## config.mk

```make
export PLATFORM = sky130hd
export DESIGN_NAME = rv32_alu_issue_flat
export DESIGN_NICKNAME = d
export VERILOG_FILES = /design/src/rtl/rv32_alu_issue_if.sv /design/src/rtl/rv32_alu_issue.sv /design/src/flat_wrapper.sv
export SDC_FILE = /design/constraint.sdc
export NUM_CORES = 1
export LEC_CHECK = 0
export CORE_MARGIN = 3
export CORE_UTILIZATION = 35
export DETAILED_ROUTE_END_ITERATION = 16
export GPL_ROUTABILITY_DRIVEN = 0
export PLACE_DENSITY_LB_ADDON = 0.3
export REMOVE_ABC_BUFFERS = 1
export SKIP_CTS_REPAIR_TIMING = 1
export SLEW_MARGIN = 20
export SYNTH_ARGS = -nofsm -noshare
export SYNTH_HDL_FRONTEND = slang
export SYNTH_SLANG_ARGS = --single-unit
```

## constraint.sdc

```tcl
create_clock -name clk_in -period 2.19 [get_ports clk_in]
set_clock_uncertainty 0.2 [all_clocks]
set_input_delay 0.3285 -clock clk_in [delete_from_list [all_inputs] [get_ports clk_in]]
set_output_delay 0.3285 -clock clk_in [all_outputs]
set_load 0.005 [all_outputs]
```

## src/rtl/rv32_alu_issue_if.sv

```systemverilog
// Issue/writeback channel bundle between the ALU issue stage and its neighbours.
// The slave modport is the issue block's view; master is the surrounding logic's view.
interface rv32_alu_issue_if;
  logic        in_valid_in;
  logic        in_ready_out;
  logic [2:0]  funct3_in;
  logic        funct7_5_in;
  logic        is_imm_in;
  logic [31:0] rs1_data_in;
  logic [31:0] rs2_data_in;
  logic [31:0] imm_in;
  logic [4:0]  rd_addr_in;
  logic [31:0] alu_op_1_out;
  logic [31:0] alu_op_2_out;
  logic [3:0]  alu_opcode_out;
  logic [31:0] alu_result_in;
  logic        out_valid_out;
  logic        out_ready_in;
  logic [31:0] out_result_out;
  logic [4:0]  out_rd_addr_out;
  logic [15:0] op_count_out;

  modport slave (
    input  in_valid_in, funct3_in, funct7_5_in, is_imm_in, rs1_data_in,
           rs2_data_in, imm_in, rd_addr_in, alu_result_in, out_ready_in,
    output in_ready_out, alu_op_1_out, alu_op_2_out, alu_opcode_out,
           out_valid_out, out_result_out, out_rd_addr_out, op_count_out
  );

  modport master (
    output in_valid_in, funct3_in, funct7_5_in, is_imm_in, rs1_data_in,
           rs2_data_in, imm_in, rd_addr_in, alu_result_in, out_ready_in,
    input  in_ready_out, alu_op_1_out, alu_op_2_out, alu_opcode_out,
           out_valid_out, out_result_out, out_rd_addr_out, op_count_out
  );
endinterface

```

## src/rtl/rv32_alu_issue.sv

```systemverilog
// Two-stage RV32 integer ALU issue pipeline: S1 holds operands/opcode for an
// external combinational ALU, S2 captures its result for the writeback channel.
module rv32_alu_issue (
  input  logic            clk_in,
  input  logic            rst_n_in,
  rv32_alu_issue_if.slave bus
);

  logic [31:0] r_op1_p1;
  logic [31:0] r_op2_p1;
  logic [3:0]  r_opc_p1;
  logic [4:0]  r_rd_p1;
  logic        r_vld_p1;

  logic [31:0] r_res_p2;
  logic [4:0]  r_rd_p2;
  logic        r_vld_p2;

  logic [15:0] r_cnt;

  logic        w_adv_p1;
  logic        w_drain_p2;
  logic        w_in_ready;
  logic        w_accept;
  logic [3:0]  w_opc;
  logic [31:0] w_op2;

  // Bit 3 selects SUB/SRA; OP-IMM never produces SUB, so ADDI ignores imm[10].
  function automatic logic [3:0] f_alu_opcode(input logic [2:0] funct3,
                                              input logic       funct7_5,
                                              input logic       is_imm,
                                              input logic       imm_10);
    logic bit3;
    if (is_imm) bit3 = (funct3 == 3'b101) & imm_10;
    else        bit3 = ((funct3 == 3'b000) | (funct3 == 3'b101)) & funct7_5;
    return {bit3, funct3};
  endfunction

  always_comb begin
    w_drain_p2 = r_vld_p2 & bus.out_ready_in;
    w_adv_p1   = r_vld_p1 & (~r_vld_p2 | bus.out_ready_in);
    w_in_ready = ~r_vld_p1 | w_adv_p1;
    w_accept   = bus.in_valid_in & w_in_ready;
    w_opc      = f_alu_opcode(bus.funct3_in, bus.funct7_5_in, bus.is_imm_in, bus.imm_in[10]);
    w_op2      = bus.is_imm_in ? bus.imm_in : bus.rs2_data_in;
  end

  // ---- stage 1: operand/opcode register feeding the ALU
  always_ff @(posedge clk_in or negedge rst_n_in) begin
    if (!rst_n_in) begin
      r_vld_p1 <= 1'b0;
      r_op1_p1 <= '0;
      r_op2_p1 <= '0;
      r_opc_p1 <= '0;
      r_rd_p1  <= '0;
    end else if (w_accept) begin
      r_vld_p1 <= 1'b1;
      r_op1_p1 <= bus.rs1_data_in;
      r_op2_p1 <= w_op2;
      r_opc_p1 <= w_opc;
      r_rd_p1  <= bus.rd_addr_in;
    end else if (w_adv_p1) begin
      r_vld_p1 <= 1'b0;
    end
  end

  // ---- stage 2: result register; x0 writes always carry zero
  always_ff @(posedge clk_in or negedge rst_n_in) begin
    if (!rst_n_in) begin
      r_vld_p2 <= 1'b0;
      r_res_p2 <= '0;
      r_rd_p2  <= '0;
    end else if (w_adv_p1) begin
      r_vld_p2 <= 1'b1;
      r_res_p2 <= (r_rd_p1 == 5'd0) ? 32'd0 : bus.alu_result_in;
      r_rd_p2  <= r_rd_p1;
    end else if (w_drain_p2) begin
      r_vld_p2 <= 1'b0;
    end
  end

  always_ff @(posedge clk_in or negedge rst_n_in) begin
    if (!rst_n_in)       r_cnt <= '0;
    else if (w_drain_p2) r_cnt <= r_cnt + 16'd1;
  end

  assign bus.in_ready_out    = w_in_ready;
  assign bus.alu_op_1_out    = r_op1_p1;
  assign bus.alu_op_2_out    = r_op2_p1;
  assign bus.alu_opcode_out  = r_opc_p1;
  assign bus.out_valid_out   = r_vld_p2;
  assign bus.out_result_out  = r_res_p2;
  assign bus.out_rd_addr_out = r_rd_p2;
  assign bus.op_count_out    = r_cnt;

endmodule

```

## src/flat_wrapper.sv

```systemverilog
// flat-port wrapper written by rule: the top's interface ports become plain ports
module rv32_alu_issue_flat 
  (clk_in, rst_n_in, bus_in_valid_in, bus_funct3_in, bus_funct7_5_in, bus_is_imm_in, bus_rs1_data_in, bus_rs2_data_in, bus_imm_in, bus_rd_addr_in, bus_alu_result_in, bus_out_ready_in, bus_in_ready_out, bus_alu_op_1_out, bus_alu_op_2_out, bus_alu_opcode_out, bus_out_valid_out, bus_out_result_out, bus_out_rd_addr_out, bus_op_count_out);
  rv32_alu_issue_if bus_i ();
  input  logic clk_in;
  input  logic rst_n_in;
  input wire logic [$bits(bus_i.in_valid_in)-1:0] bus_in_valid_in;
  input wire logic [$bits(bus_i.funct3_in)-1:0] bus_funct3_in;
  input wire logic [$bits(bus_i.funct7_5_in)-1:0] bus_funct7_5_in;
  input wire logic [$bits(bus_i.is_imm_in)-1:0] bus_is_imm_in;
  input wire logic [$bits(bus_i.rs1_data_in)-1:0] bus_rs1_data_in;
  input wire logic [$bits(bus_i.rs2_data_in)-1:0] bus_rs2_data_in;
  input wire logic [$bits(bus_i.imm_in)-1:0] bus_imm_in;
  input wire logic [$bits(bus_i.rd_addr_in)-1:0] bus_rd_addr_in;
  input wire logic [$bits(bus_i.alu_result_in)-1:0] bus_alu_result_in;
  input wire logic [$bits(bus_i.out_ready_in)-1:0] bus_out_ready_in;
  output wire logic [$bits(bus_i.in_ready_out)-1:0] bus_in_ready_out;
  output wire logic [$bits(bus_i.alu_op_1_out)-1:0] bus_alu_op_1_out;
  output wire logic [$bits(bus_i.alu_op_2_out)-1:0] bus_alu_op_2_out;
  output wire logic [$bits(bus_i.alu_opcode_out)-1:0] bus_alu_opcode_out;
  output wire logic [$bits(bus_i.out_valid_out)-1:0] bus_out_valid_out;
  output wire logic [$bits(bus_i.out_result_out)-1:0] bus_out_result_out;
  output wire logic [$bits(bus_i.out_rd_addr_out)-1:0] bus_out_rd_addr_out;
  output wire logic [$bits(bus_i.op_count_out)-1:0] bus_op_count_out;
  assign bus_i.in_valid_in = bus_in_valid_in;
  assign bus_i.funct3_in = bus_funct3_in;
  assign bus_i.funct7_5_in = bus_funct7_5_in;
  assign bus_i.is_imm_in = bus_is_imm_in;
  assign bus_i.rs1_data_in = bus_rs1_data_in;
  assign bus_i.rs2_data_in = bus_rs2_data_in;
  assign bus_i.imm_in = bus_imm_in;
  assign bus_i.rd_addr_in = bus_rd_addr_in;
  assign bus_i.alu_result_in = bus_alu_result_in;
  assign bus_i.out_ready_in = bus_out_ready_in;
  assign bus_in_ready_out = bus_i.in_ready_out;
  assign bus_alu_op_1_out = bus_i.alu_op_1_out;
  assign bus_alu_op_2_out = bus_i.alu_op_2_out;
  assign bus_alu_opcode_out = bus_i.alu_opcode_out;
  assign bus_out_valid_out = bus_i.out_valid_out;
  assign bus_out_result_out = bus_i.out_result_out;
  assign bus_out_rd_addr_out = bus_i.out_rd_addr_out;
  assign bus_op_count_out = bus_i.op_count_out;
  rv32_alu_issue u_core (.clk_in(clk_in), .rst_n_in(rst_n_in), .bus(bus_i));
endmodule
```

==> impl_metrics.py <==
metrics = {
    "synth": {
        "netlist_area_um2": 5390,
        "synth-seq-area-share_pct": 59.4,
        "synth-main-ff-cell": "dfrtp_1",
        "syn_inst": 458,
        "synth-seq-cells": 128,
        "yosys_warnings": 0,
        "syn_avg_cell_area_um2": 11.8,
        "synth_edf_count": 0,
        "yosysUniqueCellTypes": 29,
        "synth-async-reset-ratio_pct": 100,
    },
    "grt": {
        "grt_first_pass_wirelength_um": 23600,
        "grt_pass1_vias": 4530,
        "grtUsageTotal_pct": 18.0,
        "grt_max_degree": 57,
        "overflow": 0,
        "antenna_found_initial": 0,
    },
    "critical_path": {
        "r2r_end": "u_core.bus.out_result_out[1]$_DFFE_PN0P_",
        "cpMaxStageDelayCell": "clkdlybuf4s50_1",
        "end_kind": "primary output",
        "critPathLaunch": "u_core.bus.out_valid_out$_DFFE_PN0P_",
        "cp_max_fo": 6,
        "rrSetupSlack_ns": 0.36,
        "endpoint": "bus_in_ready_out",
        "cp.arrival_ns": 1.54,
        "cp.depth": 2,
        "reg2reg_from": "u_core.r_rd_p1[0]$_DFFE_PN0P_",
        "critPathKind": "flop to primary output",
        "cp.required_ns": 1.66,
        "cp_slowest_stage_delay_ns": 0.54,
        "cp-start-kind": "flop",
        "path_cells": "nand3b_1, clkdlybuf4s50_1",
        "cpLargestDelayFamily": "buffers and inverters",
        "rr_worst_depth": 4,
        "worst-path-buf-inv": 1,
    },
    "routing": {
        "routedWlPerCell_um": 16.6,
        "vias": 4376,
        "drt_iter0_markers": 126,
        "drt_wl_total_um": 15500,
        "drc": 0,
        "firstDrtPassIters": 6,
        "final_antenna_net_count": 0,
        "via_per_inst": 4.69,
    },
    "finish": {
        "fin_nets": 879,
        "antenna_cells": 0,
        "fillCellCount": 1191,
        "mostFrequentLayoutCell": "clkdlybuf4s50_1",
        "drive_above_1_share_pct": 11.9,
        "areaGrowthSynthToFinish_pct": 65.8,
        "fin_area_um2": 8940,
        "final_cell_mix": "clkdlybuf4s50_1, dfrtp_1, nand2_1",
    },
    "clocking": {
        "numCtsBuffers": 17,
        "cts_tree": "yes",
        "clkTransAtPathRegs_ns": 0.05,
        "htree_levels": 4,
        "clk_path_buf_depth": 2,
        "clkSinkCount": 128,
        "cts_root_buffer": "clkbuf_16",
        "clock_latency_ns": 0.40,
    },
    "power": {
        "vdd_drop_max_uv": 461,
        "power_density_nw_per_um2": 839,
        "leakage_nw": 3.89,
    },
    "worst_hold_path": {
        "hp-class": "input port to flop",
    },
    "sta": {
        "max_freq_mhz": 483,
        "slew_headroom_pct": 62.3,
        "slew_viol_final": 0,
        "hold_violations": 0,
        "rsz0062_at_grt": "no",
        "setup_viol": 0,
        "fin_crit_ns": 2.07,
        "whs_ns": 0.230,
        "worst_pin_slew_ns": 0.566,
        "period_share_pct": 94.5,
    },
    "placement": {
        "hpwl_um": 12000,
        "port_buffers": 264,
        "placed_cell_area_um2": 8350,
    },
    "floorplanning": {
        "rows": 44,
        "io_pins": 265,
        "core_area_um2": 14800,
        "die_w_um": 130,
        "die_h_um": 130,
        "start_util_pct": 36.4,
        "die_area_um2": 16900,
    },
    "run_status": {
        "status": "complete, no violations",
    },
    "flow_run": {
        "cap_violations": 0,
    },
}
## Yosys cell counts, types with 4 or more instances
cell type	number	area share (%)
buf_2	16	1.5
mux2_1	37	7.7
nand2_1	121	8.4
o21ai_0	9	0.84
o21ai_1	25	2.3
mux2i_1	32	5.9
clkbuf_1	5	0.35
nor2_1	5	0.35
mux2_2	4	0.84
and3_1	4	0.46
xor2_1	6	0.97
xnor2_1	10	1.6
o21ai_2	30	4.9
dfrtp_1	128	59
nand3_1	5	0.46
## stage by stage
step / setup TNS, ns / std cells / setup WS (ns) / util [%] / power [W]
global route: 0 / 933 / 0.0573 / 60.4 / 0.00789
floorplan: -68.56 / 433 / -1.02 / - / 0.00354
CTS: 0 / 931 / 0.0370 / 60.3 / 0.00761
finish: 0 / 933 / 0.120 / 60.4 / 0.00750
global placement: 0 / 899 / 0.106 / 56.4 / 0.00480
detailed placement: 0 / 899 / 0.0841 / 56.4 / 0.00485
## cell families (layout without fill, tap and decap cells)
| group | count (synthesis) | after routing | share of synthesized area (%) |
|---|---|---|---|
| multiplexers | 73 | 73 | 14.5 |
| XOR/XNOR | 16 | 16 | 2.60 |
| flip-flops | 128 | 128 | 59.4 |
| buffers and inverters | 25 | 316 | 3.09 |
| AND/OR/NAND/NOR | 149 | 149 | 11.8 |
| adder cells (fa/ha/maj) | 1 | 1 | 0.232 |
| AO/OA/AOI/OAI | 66 | 66 | 8.33 |
## registers in the layout (all words and copies together) (netlist names)
| signal | flops |
|---|---|
| u_core.bus.alu_op_2_out | 32 |
| u_core.r_rd_p1 | 5 |
| u_core.bus.out_valid_out | 1 |
| u_core.r_vld_p1 | 1 |
| u_core.bus.out_rd_addr_out | 5 |
| u_core.bus.alu_opcode_out | 4 |
| u_core.bus.out_result_out | 32 |
| u_core.bus.alu_op_1_out | 32 |
| u_core.bus.op_count_out | 16 |
## how the worst min path moves through the flow
stage | from | end | slack [ns] | cells after the start
after floorplan | rst_n_in | u_core.bus.alu_op_1_out[0]$_DFFE_PN0P_ | -0.17 | 0
after global placement | rst_n_in | u_core.bus.op_count_out[1]$_DFFE_PN0P_ | 0.14 | 1
after detailed placement | rst_n_in | u_core.bus.op_count_out[1]$_DFFE_PN0P_ | 0.15 | 1
after CTS | rst_n_in | u_core.bus.op_count_out[7]$_DFFE_PN0P_ | -0.29 | 1
after global routing | bus_is_imm_in | u_core.bus.alu_op_2_out[15]$_DFFE_PN0P_ | 0.23 | 3
final | bus_is_imm_in | u_core.bus.alu_op_2_out[10]$_DFFE_PN0P_ | 0.23 | 3
## power by group
part	leakage, nW	internal, W	switching (W)
combinational	2.05	0.00114	0.000646
clock	0.282	0.00172	0.000993
sequential	1.56	0.00274	0.000258
## tightest hold or removal path, cell delays in order
cell and delay (ns):
buf_2 0.21, mux2i_1 0.17, o21ai_0 0.08
## routing by layer
layer	GRT usage, %	vias up	part of all wire (%)
li1	-	2114	-
met1	20.4	2069	39
met2	31.0	179	48
met3	7.57	14	11
met4	5.56	0	1.5
met5	0	-	0
## layout make-up
cell class | count | area [um^2] | area share [%]
tap | 184 | 230 | 2.57
timing repair buffer | 284 | 2900 | 32.5
clock buffer | 21 | 460 | 5.15
sequential | 128 | 3200 | 35.8
clock inverter | 11 | 114 | 1.27
multi-input combinational | 305 | 2030 | 22.7
No activity file was read; power rests on OpenSTA's default activity.
